### src/rtl/ms_fifo_ahbl_pkg.sv
// Shared AHB-Lite slave definitions for the FIFO peripheral:
// register offsets, STATUS/CTRL bit positions and the latched address phase.
package ms_fifo_ahbl_pkg;

    localparam logic [7:0] REG_DATA   = 8'h00;
    localparam logic [7:0] REG_STATUS = 8'h04;
    localparam logic [7:0] REG_CTRL   = 8'h08;

    localparam int ST_EMPTY     = 0;
    localparam int ST_FULL      = 1;
    localparam int ST_OVF       = 2;
    localparam int ST_IRQ       = 3;
    localparam int ST_LEVEL_LSB = 8;

    localparam int CT_EN         = 0;
    localparam int CT_FLUSH      = 1;
    localparam int CT_OVF_CLR    = 2;
    localparam int CT_THRESH_LSB = 8;

    localparam logic [31:0] UNMAPPED_RDATA = 32'hDEAD_BEEF;

    typedef struct packed {
        logic       sel;
        logic       write;
        logic [7:0] addr;
    } aphase_t;

endpackage

### src/rtl/ms_fifo_sync.sv
// Synchronous FIFO: storage, wrapping pointers and a saturating level.
// Storage is not reset; its contents only matter while non-empty.
module ms_fifo_sync #(
    parameter int  DEPTH = 16,
    parameter int  WIDTH = 32,
    localparam int AW    = $clog2(DEPTH)
) (
    input  logic             clk,
    input  logic             rst_n,
    input  logic             flush,
    input  logic             push,
    input  logic [WIDTH-1:0] wdata,
    input  logic             pop,
    output logic [WIDTH-1:0] rdata,
    output logic             full,
    output logic             empty,
    output logic [AW:0]      level
);

    localparam logic [AW:0] FULL_LVL = (AW+1)'(DEPTH);

    logic [WIDTH-1:0] mem_q [DEPTH];
    logic [AW-1:0]    wptr_q, wptr_d;
    logic [AW-1:0]    rptr_q, rptr_d;
    logic [AW:0]      level_q, level_d;
    logic             push_ok;
    logic             pop_ok;

    assign full    = (level_q == FULL_LVL);
    assign empty   = (level_q == '0);
    assign level   = level_q;
    assign rdata   = mem_q[rptr_q];
    assign push_ok = push & ~full;
    assign pop_ok  = pop & ~empty;

    // Next pointers and level; flush wins over any pop in the same cycle.
    always_comb begin
        wptr_d  = wptr_q;
        rptr_d  = rptr_q;
        level_d = level_q;
        if (flush) begin
            wptr_d  = '0;
            rptr_d  = '0;
            level_d = '0;
        end else begin
            if (push_ok) wptr_d = wptr_q + 1'b1;
            if (pop_ok)  rptr_d = rptr_q + 1'b1;
            case ({push_ok, pop_ok})
                2'b10:   level_d = level_q + 1'b1;
                2'b01:   level_d = level_q - 1'b1;
                default: level_d = level_q;
            endcase
        end
    end

    // Pointer and level registers.
    always_ff @(posedge clk) begin
        if (!rst_n) begin
            wptr_q  <= '0;
            rptr_q  <= '0;
            level_q <= '0;
        end else begin
            wptr_q  <= wptr_d;
            rptr_q  <= rptr_d;
            level_q <= level_d;
        end
    end

    // Storage write port.
    always_ff @(posedge clk) begin
        if (push_ok) mem_q[wptr_q] <= wdata;
    end

endmodule

### src/rtl/ms_fifo_ahbl.sv
// AHB-Lite slave front end for a stream FIFO: bus decode, CTRL/STATUS,
// back-pressure stall on full, and a space-available interrupt.
module ms_fifo_ahbl
    import ms_fifo_ahbl_pkg::*;
#(
    parameter int  DEPTH = 16,
    localparam int AW    = $clog2(DEPTH)
) (
    input  logic        HCLK,
    input  logic        HRESETn,
    input  logic        HSEL,
    input  logic [31:0] HADDR,
    input  logic [1:0]  HTRANS,
    input  logic        HWRITE,
    input  logic [2:0]  HSIZE,
    input  logic        HREADY,
    input  logic [31:0] HWDATA,
    output logic        HREADYOUT,
    output logic [31:0] HRDATA,
    output logic [31:0] OUT_DATA,
    output logic        OUT_VALID,
    input  logic        OUT_READY,
    output logic        IRQ
);

    aphase_t     aph_q, aph_d;
    logic        en_q, en_d;
    logic [7:0]  thresh_q, thresh_d;
    logic        ovf_q, ovf_d;

    logic [31:0] fifo_rdata;
    logic        fifo_full;
    logic        fifo_empty;
    logic [AW:0] fifo_level;

    logic        dp_wr;
    logic        data_wr;
    logic        ctrl_wr;
    logic        stall;
    logic        push;
    logic        pop;
    logic        flush;
    logic [31:0] status;
    logic [31:0] ctrl_rd;
    logic        unused_ok;

    assign unused_ok = ^{HSIZE, HADDR[31:8], HTRANS[0]};

    assign dp_wr   = aph_q.sel & aph_q.write;
    assign data_wr = dp_wr & (aph_q.addr == REG_DATA);
    assign ctrl_wr = dp_wr & (aph_q.addr == REG_CTRL);

    // Stall only on full; OUT_READY affects it one cycle later via FULL.
    assign stall = data_wr & en_q & fifo_full;
    assign push  = data_wr & en_q & ~fifo_full;
    assign pop   = ~fifo_empty & OUT_READY;
    assign flush = ctrl_wr & HWDATA[CT_FLUSH];

    assign HREADYOUT = ~stall;
    assign OUT_VALID = ~fifo_empty;
    assign OUT_DATA  = fifo_rdata;
    assign IRQ       = en_q & (16'(fifo_level) <= {8'h00, thresh_q});

    // Capture the address phase whenever the bus advances.
    always_comb begin
        aph_d = aph_q;
        if (HREADY) begin
            aph_d.sel   = HSEL & HTRANS[1];
            aph_d.write = HWRITE;
            aph_d.addr  = HADDR[7:0];
        end
    end

    // CTRL fields and the sticky overflow flag.
    always_comb begin
        en_d     = en_q;
        thresh_d = thresh_q;
        ovf_d    = ovf_q;
        if (ctrl_wr) begin
            en_d     = HWDATA[CT_EN];
            thresh_d = HWDATA[CT_THRESH_LSB +: 8];
            if (HWDATA[CT_OVF_CLR]) ovf_d = 1'b0;
        end
        if (data_wr && !en_q) ovf_d = 1'b1;
    end

    // Bus-side state registers.
    always_ff @(posedge HCLK) begin
        if (!HRESETn) begin
            aph_q    <= '0;
            en_q     <= 1'b0;
            thresh_q <= '0;
            ovf_q    <= 1'b0;
        end else begin
            aph_q    <= aph_d;
            en_q     <= en_d;
            thresh_q <= thresh_d;
            ovf_q    <= ovf_d;
        end
    end

    // STATUS and CTRL read images; FLUSH and OVF_CLR always read 0.
    always_comb begin
        status                         = '0;
        status[ST_EMPTY]               = fifo_empty;
        status[ST_FULL]                = fifo_full;
        status[ST_OVF]                 = ovf_q;
        status[ST_IRQ]                 = IRQ;
        status[ST_LEVEL_LSB +: AW+1]   = fifo_level;
        ctrl_rd                        = '0;
        ctrl_rd[CT_EN]                 = en_q;
        ctrl_rd[CT_THRESH_LSB +: 8]    = thresh_q;
    end

    // Zero-wait-state read mux driven by the latched address.
    always_comb begin
        case (aph_q.addr)
            REG_DATA:   HRDATA = fifo_rdata;
            REG_STATUS: HRDATA = status;
            REG_CTRL:   HRDATA = ctrl_rd;
            default:    HRDATA = UNMAPPED_RDATA;
        endcase
    end

    ms_fifo_sync #(
        .DEPTH(DEPTH),
        .WIDTH(32)
    ) u_fifo (
        .clk   (HCLK),
        .rst_n (HRESETn),
        .flush (flush),
        .push  (push),
        .wdata (HWDATA),
        .pop   (pop),
        .rdata (fifo_rdata),
        .full  (fifo_full),
        .empty (fifo_empty),
        .level (fifo_level)
    );

endmodule

### config.mk
export PLATFORM = sky130hd
export DESIGN_NAME = ms_fifo_ahbl
export DESIGN_NICKNAME = d
export VERILOG_FILES = /design/src/rtl/ms_fifo_ahbl_pkg.sv /design/src/rtl/ms_fifo_sync.sv /design/src/rtl/ms_fifo_ahbl.sv
export SDC_FILE = /design/constraint.sdc
export NUM_CORES = 1
export LEC_CHECK = 0
export CORE_MARGIN = 8
export CORE_UTILIZATION = 60
export DETAILED_ROUTE_END_ITERATION = 12
export PLACE_DENSITY_LB_ADDON = 0.12
export SLEW_MARGIN = 40
export SYNTH_ARGS = -nofsm -noshare
export SYNTH_HDL_FRONTEND = slang
export SYNTH_SLANG_ARGS = --single-unit
### constraint.sdc
create_clock -name HCLK -period 11 [get_ports HCLK]
set_clock_uncertainty 0.2 [all_clocks]
set_input_delay 1.65 -clock HCLK [delete_from_list [all_inputs] [get_ports HCLK]]
set_output_delay 1.65 -clock HCLK [all_outputs]
set_load 0.01 [all_outputs]
Word level (Yosys, flattened, before mapping):

Memories as Yosys holds them, arrays and structs flattened. A register that Yosys moved wholly into a read port is not among the register bits.
Index checks and enable logic that the tools add are counted.

* register bits after elaboration: 33
* memory bits (writable): 512
* memories: 1

Memory list
* u_fifo.mem_q: words 16, width 32, read ports 1, clocked after memory_dff 1, write ports 1, line ms_fifo_sync.sv:22 `logic [WIDTH-1:0] mem_q [DEPTH];`

* add/subtract/negate cells: 4
* $lt $le $gt $ge: 1
* eq/ne operators: 5
* muxes and demuxes: 9
* bitwise operators: 16
* reduce and logical (&&, ||, !) cells: 9

Operators by type and width (number)
* 32-bit case mux with 3 select lines: 1
* 1-bit AND: 12
* 5-bit case mux with 2 select lines: 1
* 4-bit by 1-bit adder with 4-bit output (second input constant): 2
* 8-bit by 3-bit equality test with 1-bit output (second input constant): 1
* 8-bit by 4-bit equality test with 1-bit output (second input constant): 1
* 5-bit by 8-bit less-or-equal comparator with 1-bit output: 1
* 8-bit zero test: 1
* 4-bit two-way mux: 2
* 2-bit nonzero test: 3
* 5-bit by 1-bit adder with 5-bit output (second input constant): 1
* 5-bit equality test (second input constant): 1
* 5-bit zero test: 1
* 1-bit two-way mux: 5
* 5-bit by 1-bit subtractor with 5-bit output (second input constant): 1
* 1-bit NOT: 4
* 2-bit by 1-bit equality test with 1-bit output (second input constant): 1
* 2-bit equality test (second input constant): 1
* 2-bit AND reduction: 1
* 2-bit OR reduction: 1
* 1-bit logical AND: 1
* 1-bit zero test: 1

Logic depth before layout (Yosys ltp):

Gate-level depths: netlist (run 1).

* depth after elaboration: 7
* depth in mapped cells: 12
* gate-level depth less buffers: 11

Modules after synthesis:

Synthesis (run 1) repeated with hierarchy kept, for this count alone.

* cell total of the unflattened synthesis: 1087
* area, all modules: 21511.9 um2

By module, submodules not included
* ms_fifo_sync: instances 1, cells each 910, area an instance 20110.5 um2
* ms_fifo_ahbl: instances 1, cells each 177, area an instance 1401.3 um2

Worst setup path before layout (run 1):

OpenSTA, ideal clock, no wires.

* path type: register -> register
* from: register aph_q[1] (netlist bit)
* to: memory u_fifo.mem_q[4][0] (enable)
* setup time: 0.502 ns
* arrival time: 4.467 ns
* data required time: 10.298 ns
* path slack: 5.831 ns
* cell stages (with the launch flop): 5
* path buffers: 0
* cells stage by stage: dfxtp_1 > or4_4 > nor4_4 > nand2_2 > nor4_1

* word-level cells in the longest chain between the ends: 7

Ends and longest elaborated chain
* start, declared: line ms_fifo_ahbl.sv:26 `aphase_t aph_q, aph_d;`
* start signal, assigned: line ms_fifo_ahbl.sv:95 `aph_q <= aph_d;`
* 8-bit zero test: line ms_fifo_ahbl.sv:50 `assign data_wr = dp_wr & (aph_q.addr == REG_DATA);`
* 1-bit AND: line ms_fifo_ahbl.sv:50
* 1-bit AND (2 in series): line ms_fifo_ahbl.sv:55 `assign push = data_wr & en_q & ~fifo_full;`
* 1-bit AND: line ms_fifo_sync.sv:33 `assign push_ok = push & ~full;`
* 1-bit two-way mux: line ms_fifo_sync.sv:71 `if (push_ok) mem_q[wptr_q] <= wdata;`
* 1-bit two-way mux (implied by the code): line ms_fifo_sync.sv:71
* end, declared: line ms_fifo_sync.sv:22

No other way between the ends.

==> results of run 1 <==
routing by layer:
layer	GRT usage, %	wire length (µm)	vias up
met2	36.82	23140	404
met3	4.781	3467	66
met5	0	23	-
met1	31.99	19660	5648
li1	-	-	4678
met4	5.425	911	4
logic make-up after synthesis:
| family | share of synthesized area [%] |
|---|---|
| adders and majority gates | 0.8076 |
| xor gates and xnor gates | 0.3634 |
| AOI/OAI and AO/OA | 2.775 |
| and+or+nand+nor | 3.461 |
| DFF | 74.30 |
| muxes | 16.31 |
| buffers and inverters | 1.984 |
cells in the final DEF (no fill, tap or decap), types with 8 or more instances in the layout:
master,count
edfxtp_1,512
inv_1,30
buf_4,23
clkbuf_16,56
clkinv_1,12
o21ai_1,19
nor2_4,8
a22oi_1,27
clkdlybuf4s50_1,113
dfxtp_1,33
nor2b_1,24
mux2_2,15
clkinv_2,9
nor2_1,20
nand2_1,44
ha_1,14
mux2i_1,35
a21oi_1,8
clkbuf_1,13
o21ai_0,18
mux4_2,134
report_power, final:
part,leakage [nW],total (mW),internal [mW],switching (mW)
Combinational,2.13,0.453,0.241,0.213
Clock,0.814,1.75,0.999,0.751
Sequential,4.90,2.31,2.29,0.0207
worst max-delay path: cells and delay by family (launching register included):
family / cells / cell delay (ps)
DFF: 1 / 650
muxes: 2 / 830
AOI/OAI and AO/OA: 2 / 570
buffers and inverters: 2 / 1060
registers in the layout, summed over array words and instances (netlist names), named ones only:
register	cells
u_fifo.rptr_q	4
aph_q	10
u_fifo.mem_q	512
u_fifo.level	5
en_q	1
u_fifo.wptr_q	4
ovf_q	1
thresh_q	8
final cells by class:
cell class	count	area (µm²)
clock inverter	29	227.7
fill	2205	10450
antenna	1	2.502
multi-input combinational	445	5244
sequential	549	16130
timing repair buffer	141	1378
clock buffer	69	1450
inverter	30	112.6
tap	461	576.8
final timing paths:
check / startpoint / end / slack, ps / cells after the start
max: flop / HRDATA[16] / 5400 / 6
min: aph_q[9]$_SDFFE_PN0P_ / aph_q[9]$_SDFFE_PN0P_ / 300 / 2
max reg2reg: aph_q[1]$_SDFFE_PN0P_ / u_fifo.level[4]$_SDFFE_PP0P_ / 7320 / 11
min reg2reg: aph_q[9]$_SDFFE_PN0P_ / aph_q[9]$_SDFFE_PN0P_ / 300 / 2
==> metrics.txt, run 1 <==
VDD IR max 0.1357 mV; Final Power ~4.5 mW; required time of the critical path 9150 ps; Max-Cap Viols 0; top post-synthesis cells by count edfxtp_1 (512), mux4_2 (134), nand2_1 (44), dfxtp_1 (37), mux2i_1 (35); top cell type's share of synthesized area 70.89%; layout cell share with drive strength beyond 1 22.25%; count leader, synth edfxtp_1; vias between 10000 and 15000; ANT nets after route 0; first-pass GRT wire length 70770 µm; YS warnings 0; Worst Slack Setup Final ~5400 ps; DIE AREA 42490 µm²; Area Growth Syn to Fin 15.80%; largest net degree at the start of global routing between 70 and 80; Setup violations, final 0; initial antenna violation count 2; Leakage Power roughly 7.8 nW; register bit total from synthesis 549; Seq/Total Area, Yosys 74.30%; worst hold slack 303.5 ps; Hold WC Path Type reg -> reg; crit path kind reg -> out; core box area 35570 µm²; Post-Route WL between 40000 and 50000 µm; post-CTS sizing 0; GR Overflow Total 0; Die W 206.1 µm; Max H-tree Level 2; slew of the pin with the lowest slew margin just under 800 ps; GRT Total Usage 22.81%; Yosys cell types 52; First-pass DRT Iterations 5; syn_area_per_cell 20.05 µm²; post-layout minimum cycle time around 5600 ps; initial core utilization 60.98%; Synth area leader edfxtp_1; io pins ~140; drt via density 6.261; unrepaired setup endpoints after global routing false; Top FF cell, synth edfxtp_1; vias in the first global route 11180; Max Fanout on Critical Path 41; cells after synthesis 1082; CP peak stage delay 650 ps; Core Util, Final 70.61%; worst path cell trace buf_6, mux4_2, mux2_2, o21ai_0, o21ai_1, clkdlybuf4s50_1; CTS root buffer clkbuf_16; hold buffers post-CTS 0; HPWL Detailed 25550 µm; design area between 20000 and 30000 µm²; Skew-Pair Late Insertion Delay 590 ps; Post-synth EDFFs around 510; dpl cell area 23430 µm²; buffers inserted by post-CTS timing repair 0; Final Hold Viols 0; period utilisation layout 50.95%; clock slew at reported path FFs 60 ps; CP Launch Type flop; Rows 69; dpl cells 1626; drt wl/cell 27.37 µm; CTS Buffer Depth 3; Sink Count 549; Max Fclk roughly 180 MHz; Slew Limit Headroom 48.28%; Cell Area, Synth 21690 µm²; pre-CTS WS 5691 ps; routability-driven placement congestion ratio slightly above 0.8; CTS tree done; Final Max Tran Viols 0; DRC 0; IO Port Bufs approximately 110; Arr. time, crit path 3750 ps; number of buffers created by CTS 55; setup_tns 0 ps; CP max stage cell dfxtp_4; top post-synthesis cells by area edfxtp_1 (71%), mux4_2 (14%), dfxtp_1 (3.4%); CP endpoint kind output port; outcome finished clean; initial DRC count 937; Syn Nets 1171; Power Density 179.6 nW/µm²; fin cells 1725; fraction of registers with async set/reset 0%; fin nets between 1000 and 1500; Die Span Y around 200 µm
Note: power is estimated with default switching activity, not from simulation.
==> run 2, diff against run 1 <==
--- a/config.mk
+++ b/config.mk
@@ -6,7 +6,7 @@
 export NUM_CORES = 1
 export LEC_CHECK = 0
 export CORE_MARGIN = 8
-export CORE_UTILIZATION = 60
+export CORE_UTILIZATION = 59
 export DETAILED_ROUTE_END_ITERATION = 12
 export PLACE_DENSITY_LB_ADDON = 0.12
 export SLEW_MARGIN = 40
==> constraint.sdc (replaced) <==
create_clock -name HCLK -period 5.4 [get_ports HCLK]
set_clock_uncertainty 0.2 [all_clocks]
set_input_delay 0.81 -clock HCLK [delete_from_list [all_inputs] [get_ports HCLK]]
set_output_delay 0.81 -clock HCLK [all_outputs]
set_load 0.01 [all_outputs]
==> run 2 against run 1 <==
Net effect:
- combinational power increased by 110%
- sequential share of layout area barely moved
- sequential cell count is the same
- critical path type unchanged
- die area increased by 1.6%
==> metrics.txt, run 2 (synthesized netlist as in run 1, its figures left out) <==
outcome finished clean; required time of the critical path 4390 ps; Leakage Power just under 8 nW; HPWL Detailed roughly 27000 µm; CP endpoint kind output port; Setup violations, final 0; Die W 207.7 µm; Hold WC Path Type reg -> reg; Fill cells 2350; FF-to-FF setup slack 1650 ps; fin nets 1317; post-CTS sizing 0; commonest non-fill, non-tap cells in the layout edfxtp_1 (512), mux4_2 (134), clkdlybuf4s50_1 (113), clkbuf_16 (55), nand2_1 (44); unrepaired setup endpoints after global routing false; CTS Buffer Depth 3; ANT nets after route 0; Post-Route WL approximately 47000 µm; Max Fclk 221.5 MHz; initial DRC count 969; hold buffers post-CTS 0; layout cell share with drive strength beyond 1 between 20 and 25%; io pins around 140; drt via density 6.195; Final Hold Viols 0; GRT Total Usage 21.67%; number of buffers created by CTS 54; Slew Limit Headroom between 40 and 50%; routability-driven placement congestion ratio about 0.8; CTS root buffer clkbuf_16; buffers inserted by post-CTS timing repair 0; Arr. time, crit path between 3000 and 4000 ps; initial core utilization 59.53%; CP peak stage delay 720 ps; CP Launch Type flop; Area Growth Syn to Fin 15.79%; number of diodes 0; GR Overflow Total 0; Hold Crit Depth 2; fin cells 1739; dpl cells 1640; drt wl/cell 26.97 µm; initial antenna violation count 0; VDD IR max between 0.2 and 0.3 mV; Die Span Y 207.7 µm; Rows 70; Max Fanout on Critical Path 27; Reg with most FFs u_fifo.mem_q; worst path cell trace buf_4, mux4_2, mux2_2, o21ai_0, o21ai_1, clkdlybuf4s50_1; Max-Cap Viols 0; Power Density 361.5 nW/µm²; number of flip-flops under the largest register name 512; clock slew at reported path FFs 60 ps; CTS tree done; setup_tns 0 ps; first-pass GRT wire length 69860 µm; largest net degree at the start of global routing 46; DRC 0; vias 10770; slew of the pin with the lowest slew margin 772.1 ps; crit path kind reg -> out; Reg2Reg Depth 6; IO Port Bufs 113; CP max stage cell dfxtp_4; Final Power 9.078 mW; largest registers u_fifo.mem_q: 512 flops, aph_q: 10 flops, thresh_q: 8 flops; Sink Count 549; Final Max Tran Viols 0; post-layout minimum cycle time 4515 ps; core box area 36430 µm²; commonest non-fill, non-tap cell in the layout edfxtp_1; DIE AREA 43150 µm²; vias in the first global route 10980; Max H-tree Level 2; period utilisation layout 83.61%; First-pass DRT Iterations 4; Skew-Pair Late Insertion Delay 580 ps
==> run 2: layout make-up <==
class                   instances  area (µm²)  area share, %
flip-flops and latches        549       16130          64.21
clock buffers                  83        1511          6.018
multi-input cells             445        5238          20.85
well taps                     468       585.6          2.332
inverters                      30       112.6         0.4484
repair buffers                148        1444          5.749
clock inverters                16       97.59         0.3886
==> run 2: metrics by stage <==
stage / util (%) / hold slack (ps) / setup WS (ps) / instance area (µm²)
5_1_grt: 68.93 / 328.3 / 636.5 / 25110
3_3_place_gp: 64.50 / 272.3 / 1443 / 23500
3_5_place_dp: 64.51 / 283.3 / 1437 / 23510
2_1_floorplan: - / 254.7 / 231.4 / 21690
6_report: 68.93 / 285.9 / 884.9 / 25110
4_1_cts: 68.93 / 291.1 / 793.9 / 25110
==> run 2: worst paths after layout <==
path                               from                             end
hold reg to reg   aph_q[9]$_SDFFE_PN0P_           aph_q[9]$_SDFFE_PN0P_
setup reg to reg  aph_q[1]$_SDFFE_PN0P_  u_fifo.mem_q[14][10]$_DFFE_PP_
setup / recovery                   flop                      HRDATA[18]
hold / removal    aph_q[9]$_SDFFE_PN0P_           aph_q[9]$_SDFFE_PN0P_
==> run 2: where the power goes <==
group          internal (mW)  switching, mW
Sequential              4.66         0.0465
Clock                   1.96           1.47
Combinational          0.499          0.436
Total                   7.12           1.96
==> run 2: layer usage <==
layer  global-route usage, %  part of all wire (%)
met5                       0                     0
met1                   30.66                    44
met3                   3.804                   6.1
met2                   34.92                    48
met4                   5.849                   1.8
==> run 2: critical path, delay by kind of cell, from the launching register on <==
family	cells	cell delay, ps
buf+inv	2	910
compound gates	2	450
flops	1	720
mux	2	810
